<file path="src/rtl/pipeline_hazard_ctrl.sv">
// Stall/flush controller for the 5-stage RV32I pipeline: memory-wait freeze, load-use bubble, redirect flush and stale-fetch squash.
// Optional define HAZARD_PERF_EN adds the perf_stall_cycles / perf_flushes counters.
module pipeline_hazard_ctrl (
    input  logic        clk,
    input  logic        rst,
    input  logic        imem_resp,
    input  logic        dmem_req,
    input  logic        dmem_resp,
    input  logic [4:0]  id_rs1,
    input  logic [4:0]  id_rs2,
    input  logic        id_uses_rs1,
    input  logic        id_uses_rs2,
    input  logic        ex_mem_read,
    input  logic [4:0]  ex_rd,
    input  logic        ex_br_taken,
    output logic        load_pc,
    output logic        load_if_id,
    output logic        load_id_ex,
    output logic        load_ex_mem,
    output logic        load_mem_wb,
    output logic        sel_if_id,
    output logic        sel_id_ex,
    output logic        sel_mem_wb,
    output logic [1:0]  dbg_state
`ifdef HAZARD_PERF_EN
    ,
    output logic [31:0] perf_stall_cycles,
    output logic [31:0] perf_flushes
`endif
);

    typedef enum logic [1:0] {
        ST_INIT   = 2'd0,
        ST_RUN    = 2'd1,
        ST_SQUASH = 2'd2
    } state_t;

    state_t state, state_nxt;
    logic   dstall;
    logic   load_use;
    logic   flush_fire;

    assign dstall   = dmem_req & ~dmem_resp;
    assign load_use = ex_mem_read & (ex_rd != 5'd0) &
                      ((id_uses_rs1 & (id_rs1 == ex_rd)) |
                       (id_uses_rs2 & (id_rs2 == ex_rd)));

    assign dbg_state = state;

    always_ff @(posedge clk) begin
        if (rst) begin
            state <= ST_INIT;
        end else begin
            state <= state_nxt;
        end
    end

    always_comb begin
        state_nxt   = state;
        load_pc     = 1'b0;
        load_if_id  = 1'b0;
        load_id_ex  = 1'b0;
        load_ex_mem = 1'b0;
        load_mem_wb = 1'b0;
        sel_if_id   = 1'b0;
        sel_id_ex   = 1'b0;
        sel_mem_wb  = 1'b0;
        flush_fire  = 1'b0;

        // Reset shares the INIT output pattern so WB is flushed while rst is held.
        if (rst || state == ST_INIT) begin
            load_if_id  = 1'b1;
            load_id_ex  = 1'b1;
            load_ex_mem = 1'b1;
            load_mem_wb = 1'b1;
            sel_if_id   = 1'b1;
            sel_id_ex   = 1'b1;
            sel_mem_wb  = 1'b1;
            state_nxt   = ST_RUN;
        end else begin
            case (state)
                ST_RUN: begin
                    if (dstall) begin
                        state_nxt = ST_RUN;
                    end else if (ex_br_taken) begin
                        load_pc     = 1'b1;
                        load_if_id  = 1'b1;
                        load_id_ex  = 1'b1;
                        load_ex_mem = 1'b1;
                        load_mem_wb = 1'b1;
                        sel_if_id   = 1'b1;
                        sel_id_ex   = 1'b1;
                        flush_fire  = 1'b1;
                        state_nxt   = imem_resp ? ST_RUN : ST_SQUASH;
                    end else if (!imem_resp || load_use) begin
                        load_id_ex  = 1'b1;
                        sel_id_ex   = 1'b1;
                        load_ex_mem = 1'b1;
                        load_mem_wb = 1'b1;
                    end else begin
                        load_pc     = 1'b1;
                        load_if_id  = 1'b1;
                        load_id_ex  = 1'b1;
                        load_ex_mem = 1'b1;
                        load_mem_wb = 1'b1;
                    end
                end
                ST_SQUASH: begin
                    if (dstall) begin
                        state_nxt = ST_SQUASH;
                    end else if (imem_resp) begin
                        // The arriving word belongs to the pre-redirect PC: drop it as a NOP.
                        load_if_id  = 1'b1;
                        sel_if_id   = 1'b1;
                        load_id_ex  = 1'b1;
                        sel_id_ex   = 1'b1;
                        load_ex_mem = 1'b1;
                        load_mem_wb = 1'b1;
                        state_nxt   = ST_RUN;
                    end else begin
                        load_id_ex  = 1'b1;
                        sel_id_ex   = 1'b1;
                        load_ex_mem = 1'b1;
                        load_mem_wb = 1'b1;
                    end
                end
                default: state_nxt = ST_INIT;
            endcase
        end
    end

`ifdef HAZARD_PERF_EN
    always_ff @(posedge clk) begin
        if (rst) begin
            perf_stall_cycles <= 32'd0;
            perf_flushes      <= 32'd0;
        end else begin
            if (state != ST_INIT && !load_pc) begin
                perf_stall_cycles <= perf_stall_cycles + 32'd1;
            end
            if (flush_fire) begin
                perf_flushes <= perf_flushes + 32'd1;
            end
        end
    end
`endif

endmodule
</file>
<file path="config.mk">
export PLATFORM = sky130hd
export DESIGN_NAME = pipeline_hazard_ctrl
export DESIGN_NICKNAME = d
export VERILOG_FILES = /design/src/rtl/pipeline_hazard_ctrl.sv
export SDC_FILE = /design/constraint.sdc
export NUM_CORES = 1
export LEC_CHECK = 0
export ABC_AREA = 1
export BUFFER_PORTS_ARGS = -buffer_cell sky130_fd_sc_hd__buf_2
export CAP_MARGIN = 15
export CORE_MARGIN = 10
export CORE_UTILIZATION = 35
export DETAILED_ROUTE_END_ITERATION = 8
export PLACE_DENSITY = 0.7
export SLEW_MARGIN = 20
export SYNTH_ARGS = -nofsm -noshare
export SYNTH_HDL_FRONTEND = slang
export SYNTH_SLANG_ARGS = --single-unit
export TNS_END_PERCENT = 20
</file>
<file path="constraint.sdc">
create_clock -name clk -period 1.4 [get_ports clk]
set_input_delay 0.35 -clock clk [delete_from_list [all_inputs] [get_ports clk]]
set_output_delay 0.35 -clock clk [all_outputs]
set_load 0.01 [all_outputs]
</file>
After elaboration in Yosys (flattened, before gate mapping)
Index checks and enable logic that the tools add are counted.

Flip-flop bits (word level): 2. Bits of input ports: 24. Output and inout bits: 10. Word-level logic and storage cells: 55.

Equality and inequality tests: 8. Mux-type cells: 29. Bitwise logic cells: 7. Reductions and logical operators: 9.

Operators by type and width (number): $mux W1 (20); $eq A5 B5 Y1 (2); $mux W2 (5); $ne A4 B4 Y1 const B (2); $ne A3 B3 Y1 const B (2); $pmux W1 S2 (3); $and A1 B1 Y1 (5); $reduce_bool A5 Y1 (1); $pmux W2 S2 (1); $reduce_and A2 Y1 (2); $reduce_or A2 Y1 (2); $eq A2 B1 Y1 const B (1); $eq A2 B2 Y1 const B (1); $logic_not A2 Y1 (1); $logic_or A1 B1 Y1 (2); $logic_not A1 Y1 (1); $not A1 Y1 (1); $or A1 B1 Y1 (1).

Longest topological paths before layout
Gate-level depths: netlist (run 1).

Depth in word-level cells: 10. Gate-level depth with buffers: 12. Mapped depth without buffers: 12.

Least setup slack after synthesis (run 1)
No wires, ideal clock.

Path kind: register -> output. Start point: reg state[1], in the netlist dbg_state[1]. End point: out load_if_id. Arrival time: 1.290 ns. Data required time: 1.050 ns. Setup slack: -0.240 ns. Stages on the path, launching flop included: 10. Path through: dfxtp_1 inv_1 ha_1 nand2_1 inv_1 nand2_1 o21ai_1 nand2_1 nand2_1 o21bai_1.

Cells in the longest elaborated chain, start to end: 3. Elaborated cells on any way between the ends: 6. Those cells by class: eq/ne: 2; mux: 2; reduce/logical: 2.

RTL lines: from (decl) (RTL line 38) `state_t state, state_nxt;`; from (signal assigned) (RTL line 54) `state <= state_nxt;`; $eq A2 B2 Y1, or another cell as far along (RTL line 81) `case (state)`; $pmux W1 S2 / $logic_or A1 B1 Y1 (equally long branches) (RTL line 81, 71); $mux W1 * (RTL line 71) `if (rst || state == ST_INIT) begin`; to (decl) (RTL line 17) `output logic load_if_id,`.

Mark *: on every way between the ends. The rest lies on a longest branch, timed or not.

Worst setup path after layout (run 1)
Ends and elaborated chain as after synthesis.

==> results of run 1 <==
[stage by stage]
step                util (%)  area, um^2  power [mW]
finish                  66.5         866       0.422
detailed placement      57.6         749       0.264
CTS                     60.8         791       0.402
global placement        57.6         749       0.261
floorplan                  -         528       0.176
global route            66.5         866       0.463
[routing by layer]
layer	up-vias	part of all wire, %	GRT usage (%)
li1	395	-	-
met1	296	42	10.2
met2	20	52	16.9
met3	0	5.7	1.99
met4	0	0	5.03
met5	-	0	0
[worst paths after layout]
kind / to / depth (start not counted)
worst min-delay path: dbg_state[0] / 2
worst min register to register: dbg_state[1] / 2
worst max-delay path: load_if_id / 10
worst max register to register: dbg_state[1] / 8
[worst max-delay path: cells and delay by family (launching register included)]
family          cells  cell delay [ns]
buf+inv             3             0.21
simple gates        4             0.25
fa+ha+maj           1             0.16
compound gates      2             0.22
flops               1             0.36
[cells in the final DEF (no fill, tap or decap)]
cell type	count
a21oi_1	2
nor2_2	1
inv_4	3
buf_6	2
o21bai_4	1
o21ai_0	2
dfxtp_4	2
a21oi_2	1
a22oi_1	1
buf_2	31
nand3_2	1
inv_1	15
o21ai_2	1
nand3_1	3
o22ai_1	1
nor2_4	1
nor2_1	9
ha_4	3
nand2_2	6
nand4_1	1
buf_4	9
clkbuf_4	3
nand2_4	2
inv_2	5
nand2_1	40
[cell type report]
class / count / area [um^2] / area share (%)
timing repair buffer: 42 / 245 / 28.3
tap: 15 / 18.8 / 2.17
inverter: 23 / 93.8 / 10.8
sequential: 2 / 47.5 / 5.49
clock buffer: 3 / 22.5 / 2.60
multi-input combinational: 76 / 438 / 50.6
[power breakdown]
group / switching, mW / internal [mW] / total, mW
sequential: 0.00542 / 0.0584 / 0.0638
clock: 0.0288 / 0.0942 / 0.123
combinational: 0.123 / 0.112 / 0.235
total: 0.157 / 0.265 / 0.422
[cell families (layout without fill, tap and decap cells)]
| family | count (synthesis) | after routing | synth area share, % |
|---|---|---|---|
| adder cells (fa/ha/maj) | 3 | 3 | 7.77 |
| AND/OR/NAND/NOR | 64 | 64 | 52.3 |
| AO/OA/AOI/OAI | 9 | 9 | 10.6 |
| buffers and inverters | 25 | 68 | 21.0 |
| flip-flops | 2 | 2 | 8.29 |
[repair_timing]
action                     4_1_cts  5_1_grt
hold buffers                     0        0
setup endpoints to repair        8       10
gates resized for setup          3       15
pin swaps                        2        2
setup buffers                    1        1
==> reports/results.ini, run 1 <==
[placed_design]
gp_congestion=0.805
placedCellCount=156
dp_slack_ns=-0.302
port_buffers=33
dp_hpwl_um=1390

[synth]
yosysWarnings=0
ys_top_cells_by_count=nand2_1 (47), inv_1 (18), nor2_1 (10)
ys_seq_area_share_pct=8.29
postSynthCellCount=103
synth_top_cell_area_share_pct=36.5
ys_ff_latch=2
synth-edff-count=0
yosysMostFrequentCell=nand2_1
synthTopCellsByArea=nand2_1 (37%), inv_1 (14%), dfxtp_1 (8.3%)
avgSynthCellArea_um2=4.69
syn_nets=130
syn_area_um2=483
synth_cell_types=17
async_reset_ff_share_pct=0
synth_largest_area_cell=nand2_1
yosys_most_used_dff=dfxtp_1

[global_routing]
antenna_found_initial=0
grt_pass1_vias=662
grt_max_degree=5
overflow=0
grtUsageTotal_pct=9.51
grt_first_pass_wirelength_um=2620

[worst_setup_path]
worstPathCellList=inv_4 -> ha_4 -> nand2_4 -> inv_4 -> nand2_4 -> o21ai_2 -> nand2_1 -> nand2_2 -> o21bai_4 -> buf_6
crit_fanout=4
r2r-start=dbg_state[1]
end_kind=primary output
reg2reg_slack_ns=0.08
slowest_stage=dfxtp_4
critPathRequiredTime_ns=1.05
crit_type=register to primary output
slowest_delay_ns=0.36
arrival_ns=1.42
critPathLaunchType=register
startpoint=dbg_state[1]

[clock_tree]
tritoncts=yes
insertion_delay_ns=0.22
clock_sinks=2
cts_root_buf=clkbuf_4
clk_path_buf_depth=2
clkSlewWorstSetupHoldPaths_ns=0.03
cts_buffers=3
ctsHtreeMaxLevel=1

[power]
p_leak_nw=0.520
p_per_area_nw_per_um2=487
ir_drop_uv=448

[routing]
drcViolationCount=0
wl_per_cell_um=10.6
routed_via_density=4.42
dr_total_vias=711
antenna_left=0
wl_um=1710
dr.pass1.iters=4
drtIter0Drc=10

[outcome]
violations=setup timing
status=finished, violations left

[final_layout]
area_growth_pct=79.3
final_cells=161
fillers=122
layout.nets=175
layout-drive-gt1-share_pct=49.3
largest_reg_flops=2
num_antenna_cells=0

[timing]
rsz0062_at_grt=true
clock.fmax_mhz=566
finClkSkew_ns=0.00182
worst_pin_slew_ns=0.247
drv_slew=0
hold_violations=0
tns_ns=-2.04
setup_ws_ns=-0.367
period_minus_slack_ns=1.77
period_share_pct=126
slew_headroom_pct=83.6
hold_ws_ns=0.344
finalSetupViolCount=8

[die]
rows=13
core-area_um2=1300
die_area_um2=3270
ios=34
dieHeight_um=57.1
die_w_um=57.1
start_util_pct=37.1

[worst_hold_path]
worstHoldStart=rst
min_path_type=input port to register

[run]
max_cap_violations=0

Note: power is estimated with default switching activity, not from simulation.
==> run 2, diff against run 1 <==
--- a/config.mk
+++ b/config.mk
@@ -12,6 +12,8 @@
 export CORE_UTILIZATION = 35
 export DETAILED_ROUTE_END_ITERATION = 8
 export PLACE_DENSITY = 0.7
+export SETUP_SLACK_MARGIN = 0.02
+export SKIP_CTS_REPAIR_TIMING = 1
 export SLEW_MARGIN = 20
 export SYNTH_ARGS = -nofsm -noshare
 export SYNTH_HDL_FRONTEND = slang
==> reports/results.ini, run 2 (same netlist as run 1, synthesis figures left out) <==
[outcome]
status=finished, violations left
violations=setup timing

[placed_design]
dp_hpwl_um=1390
port_buffers=33
gp_congestion=0.805
place_area_um2=749

[global_routing]
grtUsageTotal_pct=9.11
overflow=0
antenna_found_initial=0
grt_first_pass_wirelength_um=2510
grt_pass1_vias=633
grt_max_degree=5

[clock_tree]
tritoncts=yes
ctsHtreeMaxLevel=1
cts_root_buf=clkbuf_4
clock_sinks=2
clk_path_buf_depth=2
cts_buffers=3
clkSlewWorstSetupHoldPaths_ns=0.03
insertion_delay_ns=0.22

[final_layout]
final_cell_mix=nand2_1 (41), buf_2 (32), inv_1 (15)
final_common_cell=nand2_1
layout.nets=173
area_growth_pct=70.7
stdcell_area_um2=825
num_antenna_cells=0
layout-drive-gt1-share_pct=47.2
fillers=129
largest_reg_flops=2

[timing]
period_minus_slack_ns=1.76
finalSetupViolCount=8
hold_ws_ns=0.351
setup_ws_ns=-0.359
slew_headroom_pct=83.3
rsz0062_at_grt=true
clock.fmax_mhz=569
drv_slew=0
finClkSkew_ns=0.00216
hold_violations=0
period_share_pct=126
worst_pin_slew_ns=0.250

[die]
die_area_um2=3270
dieHeight_um=57.1
ios=34
start_util_pct=37.1
core-area_um2=1300
die_w_um=57.1
rows=13

[routing]
antenna_left=0
routed_via_density=4.37
drtIter0Drc=8
dr_total_vias=695
wl_um=1620
dr.pass1.iters=4
drcViolationCount=0
wl_per_cell_um=10.2

[worst_setup_path]
end_kind=primary output
crit_fanout=4
crit_type=register to primary output
arrival_ns=1.41
critPathLaunchType=register
critPathRequiredTime_ns=1.05

[power]
ir_drop_uv=442
p_leak_nw=0.503
finalPower_mw=0.409
p_per_area_nw_per_um2=496

[worst_hold_path]
min_path_type=input port to register

[run]
max_cap_violations=0

run 2: layer usage:
layer | global-route usage [%] | vias to the layer above | share of wire [%]
met5 | 0 | - | 0
met3 | 1.99 | 0 | 5.2
met4 | 5.03 | 0 | 0
met2 | 15.5 | 20 | 52
met1 | 10.2 | 283 | 43
li1 | - | 392 | -
run 2: worst max-delay path, cell delays in order (launching register included):
cell and delay, ns:
dfxtp_4 0.36, inv_4 0.05, ha_4 0.16, nand2_4 0.06, inv_4 0.04, nand2_4 0.06, o21ai_2 0.05, nand2_1 0.07
nand2_2 0.05, o21bai_4 0.16, buf_6 0.12
run 2: report_power, final:
part	internal [mW]	total [mW]	switching (mW)	leakage [nW]
registers	0.0584	0.0628	0.00441	0.0177
logic	0.105	0.223	0.118	0.471
clock network	0.0942	0.123	0.0292	0.0138
run 2: worst paths after layout:
| kind | to | cells after the start | slack, ns | from |
|---|---|---|---|---|
| setup reg to reg | dbg_state[1] | 7 | 0.10 | dbg_state[0] |
| setup / recovery | load_if_id | 10 | -0.36 | dbg_state[1] |
| hold / removal | dbg_state[0] | 2 | 0.35 | rst |
| hold reg to reg | dbg_state[1] | 2 | 0.55 | dbg_state[1] |
run 2: through the flow:
stage / cells / utilization, % / worst slack [ns] / setup TNS, ns
4_1_cts: 159 / 59.3 / -0.404 / -2.67
6_report: 159 / 63.4 / -0.359 / -2.01
3_3_place_gp: 156 / 57.6 / -0.274 / -1.19
2_1_floorplan: 103 / - / -0.0526 / -0.161
5_1_grt: 159 / 63.4 / -0.422 / -2.59
3_5_place_dp: 156 / 57.6 / -0.302 / -1.30
run 2: layout make-up:
cell class                 count  area [um^2]  area share [%]
multi-input combinational     76          420            51.0
timing repair buffer          40          224            27.2
inverter                      23         91.3            11.1
sequential                     2         47.5            5.77
clock buffer                   3         22.5            2.73
tap                           15         18.8            2.28
==> run 3, diff against run 2 <==
--- a/config.mk
+++ b/config.mk
@@ -8,10 +8,13 @@
 export ABC_AREA = 1
 export BUFFER_PORTS_ARGS = -buffer_cell sky130_fd_sc_hd__buf_2
 export CAP_MARGIN = 15
+export CELL_PAD_IN_SITES_DETAIL_PLACEMENT = 0
+export CELL_PAD_IN_SITES_GLOBAL_PLACEMENT = 1
 export CORE_MARGIN = 10
-export CORE_UTILIZATION = 35
+export CORE_UTILIZATION = 20
+export CTS_CLUSTER_DIAMETER = 50
 export DETAILED_ROUTE_END_ITERATION = 8
-export PLACE_DENSITY = 0.7
+export PLACE_DENSITY = 0.68
 export SETUP_SLACK_MARGIN = 0.02
 export SKIP_CTS_REPAIR_TIMING = 1
 export SLEW_MARGIN = 20
==> reports/results.ini, run 3 (same netlist as run 1, synthesis figures left out) <==
[die]
die_w_um=69.1
ios=34
die_area_um2=4780
rows=17
core-area_um2=2250
dieHeight_um=69.1
start_util_pct=21.4

[clock_tree]
cts_root_buf=clkbuf_4
clkSlewWorstSetupHoldPaths_ns=0.03
cts_buffers=3
insertion_delay_ns=0.21
clock_sinks=2
ctsHtreeMaxLevel=1
clk_path_buf_depth=2
tritoncts=yes

[timing]
drv_slew=0
clock.fmax_mhz=570
slew_headroom_pct=82.6
hold_violations=0
worst_pin_slew_ns=0.262
finalSetupViolCount=8
tns_ns=-2.33
finClkSkew_ns=0.00200
setup_ws_ns=-0.355
period_share_pct=125
period_minus_slack_ns=1.75
rsz0062_at_grt=true

[worst_setup_path]
r2r-start=dbg_state[0]
arrival_ns=1.40
critPathRequiredTime_ns=1.05
slowest_stage=dfxtp_4
crit_end=load_if_id
startpoint=dbg_state[1]
critPathLaunchType=register
cp_num_buf_inv=3
crit_fanout=3
crit_family=flip-flops
worstPathCellList=inv_4 -> ha_4 -> nand2_4 -> inv_4 -> nand2_4 -> o21ai_2 -> nand2_1 -> nand2_2 -> o21bai_4 -> buf_6
slowest_delay_ns=0.35
path_depth=10
reg2reg_slack_ns=0.05
crit_type=register to primary output
reg2reg_to=dbg_state[0]
reg2reg_depth=7
end_kind=primary output

[routing]
drcViolationCount=0
wl_per_cell_um=9.81
routed_via_density=3.94
dr.pass1.iters=5
wl_um=1740
dr_total_vias=697
drtIter0Drc=17
antenna_left=0

[power]
p_comb_share_pct=56.5
p_leak_nw=0.529
internal-power_mw=0.264
swShare_pct=36.0
p_per_area_nw_per_um2=469
ir_drop_uv=627
power_frac_clock_pct=28.7
power.switching_mw=0.149
pwr-share-seq_pct=14.8

[outcome]
status=finished, violations left
violations=setup timing

[placed_design]
dp_hpwl_um=1540
gp_congestion=0.792
dp_slack_ns=-0.323
port_buffers=33
placedCellCount=173

[global_routing]
grt_max_degree=5
grt_pass1_vias=698
grt_first_pass_wirelength_um=2880
antenna_found_initial=0
grtUsageTotal_pct=6.58
overflow=0

[final_layout]
layout-drive-gt1-share_pct=48.3
final_cells=177
layout.nets=178
final_common_cell=nand2_1
largest_reg_flops=2
final_cell_mix=nand2_1 (42), buf_2 (32), inv_1 (16)
fin_util_pct=39.0
area_growth_pct=82.1
num_antenna_cells=0

[run]
max_cap_violations=0

[worst_hold_path]
min_path_type=input port to register

-- run 3: cell types whose count changed in the layout (fill, tap and decap cells not counted), sizes merged --
cell  change
buf       +5
-- run 3: power groups by stage --
stage          logic (mW)  registers, mW  clock network (mW)
2_1_floorplan       0.112         0.0639                   0
4_1_cts             0.212         0.0615               0.124
3_3_place_gp        0.209         0.0621                   0
5_1_grt             0.265         0.0619               0.134
3_5_place_dp        0.211         0.0622                   0
6_report            0.233         0.0612               0.118
-- run 3: worst min-delay path by stage --
stage                     startpoint           end  slack, ns  depth (start not counted)
after floorplan                  rst  dbg_state[0]       0.41                          1
after global placement           rst  dbg_state[0]       0.54                          2
after detailed placement         rst  dbg_state[0]       0.54                          2
after CTS                        rst  dbg_state[0]       0.32                          2
after global routing             rst  dbg_state[0]       0.35                          2
final                            rst  dbg_state[0]       0.35                          2
-- run 3: metal layers --
| layer | global-route usage (%) | up-vias | wire [um] |
|---|---|---|---|
| met5 | 0 | - | 0 |
| met4 | 0 | 0 | 0 |
| met2 | 11.6 | 14 | 875 |
| met1 | 7.94 | 284 | 753 |
| li1 | - | 399 | - |
| met3 | 2.14 | 0 | 107 |
-- run 3: cell type report --
| class | instances | area (um^2) |
|---|---|---|
| fillers | 272 | 1380 |
| multi-input cells | 76 | 422 |
| repair buffers | 45 | 262 |
| inverters | 23 | 91.3 |
| flip-flops and latches | 2 | 47.5 |
| well taps | 28 | 35.0 |
| clock buffers | 3 | 22.5 |
-- run 3: per-stage QoR --
stage,hold WS (ns),total power [mW],instance area (um^2)
after CTS,0.319,0.398,818
after floorplan,0.409,0.176,528
final,0.345,0.413,880
after global routing,0.346,0.461,880
after detailed placement,0.541,0.274,796
after global placement,0.542,0.271,796
